[config.mk]
export PLATFORM = sky130hd
export DESIGN_NAME = multpool_master
export DESIGN_NICKNAME = d
export VERILOG_FILES = /design/src/rtl/multpool_master.sv
export SDC_FILE = /design/constraint.sdc
export NUM_CORES = 2
export LEC_CHECK = 0
export ABC_AREA = 0
export CORE_AREA = 8 8 573 575
export CTS_CLUSTER_SIZE = 28
export DETAILED_ROUTE_END_ITERATION = 8
export DIE_AREA = 0 0 581 583
export PLACE_DENSITY = 0.36
export SYNTH_ARGS = -nofsm -noshare
export SYNTH_HDL_FRONTEND = slang
export SYNTH_SLANG_ARGS = --single-unit
export TNS_END_PERCENT = 10
[constraint.sdc]
create_clock -name hclk -period 33.5 [get_ports hclk]
set_clock_uncertainty 0.2 [all_clocks]
set_input_delay 6.7 -clock hclk [delete_from_list [all_inputs] [get_ports hclk]]
set_output_delay 6.7 -clock hclk [all_outputs]
set_load 0.05 [all_outputs]
[src/rtl/multpool_master.sv]
// Command initiator for one multpool slot: writes the packed operand triple,
// waits a configured latency, reads the product back and hands it out.
module multpool_master #(
    parameter int          NBITS    = 128,
    parameter logic [15:0] CFG_ADDR = 16'd0,
    parameter int          LAT_W    = 8
) (
    input  logic                 hclk,
    input  logic                 hreset,
    input  logic                 cmd_valid,
    output logic                 cmd_ready,
    input  logic [NBITS-1:0]     cmd_a,
    input  logic [NBITS-1:0]     cmd_b,
    input  logic [NBITS-1:0]     cmd_m,
    input  logic [LAT_W-1:0]     lat_cfg,
    output logic                 wr_en,
    output logic [31:0]          wr_addr,
    output logic [3*NBITS-1:0]   wdata,
    output logic                 rd_en,
    output logic [31:0]          rd_addr,
    input  logic [3*NBITS-1:0]   rdata,
    input  logic                 rd_ack,
    output logic                 res_valid,
    input  logic                 res_ready,
    output logic [2*NBITS-1:0]   res_data,
    output logic                 err,
    input  logic                 err_clr,
    output logic                 busy,
    output logic [15:0]          done_cnt
);

    // Handshakes: a transfer happens on a rising hclk edge where valid and
    // ready are both high; valid never depends combinationally on ready.
    typedef enum logic [2:0] {
        S_IDLE  = 3'd0,
        S_WRITE = 3'd1,
        S_WAIT  = 3'd2,
        S_READ  = 3'd3,
        S_RESP  = 3'd4
    } state_t;

    state_t           state;
    state_t           state_nxt;
    logic [LAT_W-1:0] cnt;
    logic [LAT_W-1:0] cnt_nxt;
    logic             accept;
    logic             res_hs;
    logic             unused_rdata_hi;

    // The slot returns only the 2*NBITS product on the result read path.
    assign unused_rdata_hi = ^rdata[3*NBITS-1:2*NBITS];

    assign cmd_ready = (state == S_IDLE);
    assign busy      = (state != S_IDLE);
    assign accept    = (state == S_IDLE) && cmd_valid;
    assign res_hs    = (state == S_RESP) && res_ready;

    always_comb begin
        state_nxt = state;
        cnt_nxt   = cnt;
        case (state)
            S_IDLE: begin
                if (cmd_valid) begin
                    state_nxt = S_WRITE;
                    cnt_nxt   = lat_cfg;
                end
            end
            S_WRITE: begin
                state_nxt = (cnt == '0) ? S_READ : S_WAIT;
            end
            S_WAIT: begin
                // Entered with cnt=lat_cfg, so exactly lat_cfg WAIT cycles elapse.
                cnt_nxt = cnt - 1'b1;
                if (cnt == LAT_W'(1)) state_nxt = S_READ;
            end
            S_READ: begin
                state_nxt = S_RESP;
            end
            S_RESP: begin
                if (res_ready) state_nxt = S_IDLE;
            end
            default: begin
                state_nxt = S_IDLE;
            end
        endcase
    end

    always_ff @(posedge hclk or posedge hreset) begin
        if (hreset) begin
            state <= S_IDLE;
            cnt   <= '0;
        end else begin
            state <= state_nxt;
            cnt   <= cnt_nxt;
        end
    end

    // Strobes are registered from the next state so they line up with it.
    always_ff @(posedge hclk or posedge hreset) begin
        if (hreset) begin
            wr_en     <= 1'b0;
            rd_en     <= 1'b0;
            res_valid <= 1'b0;
            wr_addr   <= '0;
            rd_addr   <= '0;
        end else begin
            wr_en     <= (state_nxt == S_WRITE);
            rd_en     <= (state_nxt == S_READ);
            res_valid <= (state_nxt == S_RESP);
            if (state_nxt == S_WRITE) wr_addr <= {16'h0, CFG_ADDR};
            if (state_nxt == S_READ)  rd_addr <= {15'h0, 1'b0, CFG_ADDR};
        end
    end

    always_ff @(posedge hclk or posedge hreset) begin
        if (hreset) begin
            wdata <= '0;
        end else if (accept) begin
            wdata <= {cmd_m, cmd_b, cmd_a};
        end
    end

    always_ff @(posedge hclk or posedge hreset) begin
        if (hreset) begin
            res_data <= '0;
            err      <= 1'b0;
        end else begin
            if (state == S_READ) begin
                res_data <= rd_ack ? rdata[2*NBITS-1:0] : '0;
            end
            // A new missing ack wins over a clear in the same cycle.
            if ((state == S_READ) && !rd_ack) begin
                err <= 1'b1;
            end else if (err_clr) begin
                err <= 1'b0;
            end
        end
    end

    always_ff @(posedge hclk or posedge hreset) begin
        if (hreset) begin
            done_cnt <= '0;
        end else if (res_hs) begin
            done_cnt <= done_cnt + 16'd1;
        end
    end

endmodule

**After elaboration in Yosys (flattened, before gate mapping)**

Cells that the tools add are included.

- Output and inout bits: 726
- Logic and storage cells: 40
- Flip-flop bits (word level): 671
- Input port bits: 782

- Multiplexer cells: 10
- Reduce and logical (&&, ||, !) cells: 10
- Add/subtract/negate cells: 2
- Equal/unequal tests: 9

Operators by type and width:

| cell | count |
|---|---|
| 256-bit two-way mux | 1 |
| 16-bit by 1-bit adder with 16-bit output, second input constant | 1 |
| 8-bit case mux with 2 select lines | 1 |
| 3-bit case mux with 5 select lines | 1 |
| 3-bit by 2-bit == test with 1-bit output, second input constant | 3 |
| 3-bit two-way mux | 3 |
| 8-bit by 1-bit == test with 1-bit output, second input constant | 1 |
| 8-bit zero test | 1 |
| 8-bit two-way mux | 1 |
| 8-bit by 1-bit subtractor with 8-bit output, second input constant | 1 |
| 3-bit by 1-bit == test with 1-bit output, second input constant | 2 |
| 3-bit == test, second input constant | 2 |
| 2-bit nonzero test | 2 |
| 1-bit logical AND | 3 |
| 3-bit zero test | 1 |
| 1-bit two-way mux | 3 |
| 3-bit nonzero test | 1 |
| 2-bit inequality test, second input constant | 1 |
| 2-bit AND reduction | 1 |
| 1-bit zero test | 1 |

**Logic depth before layout (Yosys ltp)**

- Word-level depth: 4
- Depth in mapped cells: 8
- Mapped depth without buffers: 6

**Least setup slack after synthesis**

No wires, ideal clock.

- Kind: reg2out
- From: register state[1]
- To: output cmd_ready
- Buffers on the path: 1
- Path slack: 25070 ps
- Arrival time: 1530 ps
- Required time: 26600 ps
- Cell stages (with the launch flop): 4
- Path through: dfrtp_1 > buf_2 > or3_1 > inv_1

- Longest elaborated chain between the ends: 1

RTL lines:

| what | RTL line | source |
|---|---|---|
| from (decl) | 42 | `state_t state;` |
| from (signal assigned) | 93 | `state <= state_nxt;` |
| 3-bit zero test | 53 | `assign cmd_ready = (state == S_IDLE);` |
| to (decl) | 11 | `output logic cmd_ready,` |

Every way passes these cells.

==> flow_summary.toml <==
[outcome]
status = "finished, final reports clean"

[power_and_ir_drop]
leakage_nw = 20.3
power_per_cell_area_nw_per_um2 = 115
ir_drop_mv = 0.0666

[synthesis]
yosysUniqueCellTypes = 42
yosysWarnings = 0
synth_area_per_cell_um2 = 9.05
synth-seq-cells = 671
synth_area_um2 = 26700
netlist_instances = 2945
yosysSeqAreaShare_pct = 63.0

[worst_hold_path]
hp-start = "wdata[100]"
holdPathStages = 2
hold_path_end = "wdata[100]"
worstHoldPathType = "register to register"

[clock_network]
clkLatencyLatePin_ns = 0.76
clock_path_buffers = 4
h-tree-depth = 3
cts.sinks = 671
clk_pin_slew_ns = 0.05
numCtsBuffers = 95
post_cts_buffers = 0
postCtsHoldBufs = 0
cts_resized = 0
cts-root-buf = "clkbuf_16"
cts_tree = "done"

[grt]
grt-ovfl-total = 0
antenna_found_initial = 73
grt_pass1_wl_um = 256000
use_met2_pct = 17.6
met3_usage_pct = 6.00
grt_max_degree = 130
grt_use_met1_pct = 12.8
grt_busiest_layer = "met2"
track_usage_pct = 10.9
grt_pass1_vias = 26529

[layout]
area_growth_pct = 75.9
fin_cells = 8486
final_common_cell = "nand2_1"
drive_gt1_share_pct = 4.51
final_cell_mix = "nand2_1, clkdlybuf4s50_1, dfrtp_1, o21ai_0, clkbuf_16"
nNetsFinal = 4998

[worst_setup_path]
reg2regPathDepth = 8
end_kind = "async pin"
critPathKind = "input pin to async pin"
crit_arrival_ns = 11.76
start_kind = "input pin"
rr_endpoint = "res_data[121]"
reg2reg_from = "state[2]"
cp_max_fo = 76
r2r_setup_slack_ns = 28.05
cp.required_ns = 34.02

[die]
die_height_um = 583
core_um2 = 319000
fp.dieW_um = 581
dieArea_um2 = 339000
rows = 208
start_util_pct = 8.35
boundaryPins = 1508

[sta]
rsz0062_at_grt = "no"
slew_headroom_pct = 29.6
tightest_slew_ns = 1.05
worst_slack_ns = 22.26
drv_slew = 0
final_hold_viol_count = 0
fin_tns_setup_ns = 0
min_period_ns = 11.24
finalSetupViolCount = 0
fmax_mhz = 89.0
fin_crit_sh_pct = 33.6

[flow_run]
maxCapViolCount = 0

[drt]
vias = 25136
first_pass_iters = 5
wl_per_cell_um = 22.8
final_antenna_net_count = 0
wl_um = 194000
drtIter0Drc = 1240
remaining_drc_errors = 0
via_per_inst = 2.96

[placed_design]
io_buffers = 1315
dp_hpwl_um = 160000
pre_cts_ws_ns = 21.21
gp_congestion = 0.980
dp.cells = 8315
[registers in the layout (all words and copies together), names as in the netlist]
name	count
wdata	384
res_data	256
done_cnt	16
cnt	8
state	3
err	1
rd_en	1
res_valid	1
wr_en	1
[synthesized netlist by cell type]
cell	count	area (um2)
a21o_1	1	7.51
ha_1	4	50.1
buf_6	56	631
nor4_1	2	12.5
xnor2_1	11	96.3
a311oi_1	1	8.76
or3b_2	1	8.76
nand3_1	16	80.1
o22ai_1	1	6.26
and4_1	2	17.5
or3b_1	1	8.76
a22oi_1	2	15.0
or2_2	2	12.5
inv_1	6	22.5
o31ai_1	1	7.51
a21oi_1	3	15.0
or4_1	2	15.0
nand4bb_1	1	11.3
xor2_1	5	43.8
nor3b_2	1	12.5
and2_1	1	6.26
clkbuf_1	94	353
o211ai_1	1	7.51
and3_1	3	18.8
o21ai_0	261	1310
and4bb_1	1	12.5
conb_1	1	3.75
or3_1	1	6.26
a211oi_1	2	15.0
or4b_1	1	10.0
o311ai_0	1	8.76
buf_4	74	556
o21ai_1	1	5.00
buf_2	16	80.1
nand3b_1	2	15.0
nor3_1	2	10.0
or4b_2	1	10.0
nand2_1	1679	6300
clkinv_2	1	5.00
nand4_1	3	18.8
dfrtp_1	671	16800
nor2_1	9	33.8
[layout make-up]
type	instances	area, um2
diodes	10	25.0
repair buffers	1347	13400
clock buffers	142	2750
fillers	36288	272000
inverters	7	50.0
well taps	4200	5260
clock inverters	19	184
multi-input cells	2090	8460
flip-flops and latches	671	16800
[cell families after synthesis]
family / synth area share [%]
DFF: 63.0
and+or+nand+nor: 24.8
xor gates and xnor gates: 0.526
other: 0.0141
AOI/OAI and AO/OA: 5.26
buffers and inverters: 6.18
adders and majority gates: 0.188
[stage by stage]
stage / area, um2 / total power [W] / util, % / hold slack, ns
after global routing: 46900 / 0.00573 / 14.7 / 0.287
after detailed placement: 43900 / 0.00450 / 13.8 / 0.262
final: 46900 / 0.00541 / 14.7 / 0.270
after CTS: 46900 / 0.00555 / 14.7 / 0.275
after global placement: 43900 / 0.00450 / 13.8 / 0.260
after floorplan: 26900 / 0.00319 / - / 0.260
[worst max path at each step]
stage                 from            end  slack, ns  cells after the start
floorplan           hreset         cnt[0]       7.79                      1
detailed placement  hreset   res_data[37]      21.21                      7
finish              hreset  res_data[214]      22.26                      7
CTS                 hreset    res_data[5]      22.03                      7
global placement    hreset    res_data[4]      21.20                      7
global route        hreset  res_data[217]      21.50                      7
[worst max-delay path, stage by stage]
cell and delay [ns]:
clkdlybuf4s50_1 0.49, inv_8 0.45, buf_4 0.70, buf_4 0.73, buf_4 0.75, buf_4 0.71, buf_4 0.81
[routing by layer]
layer	part of all wire, %	up-vias	wire length [um]
li1	-	11572	-
met3	12	241	23700
met4	2.0	58	3920
met5	0.20	-	381
met2	45	1121	87500
met1	40	12144	78100
[where the power goes]
group	total (W)	leakage, nW	switching [W]	internal, W
Sequential	0.00143	8.50	0.000251	0.00118
Clock	0.000988	1.44	0.000408	0.000580
Combinational	0.00299	10.4	0.00217	0.000827
(Power assumes the default switching activity.)
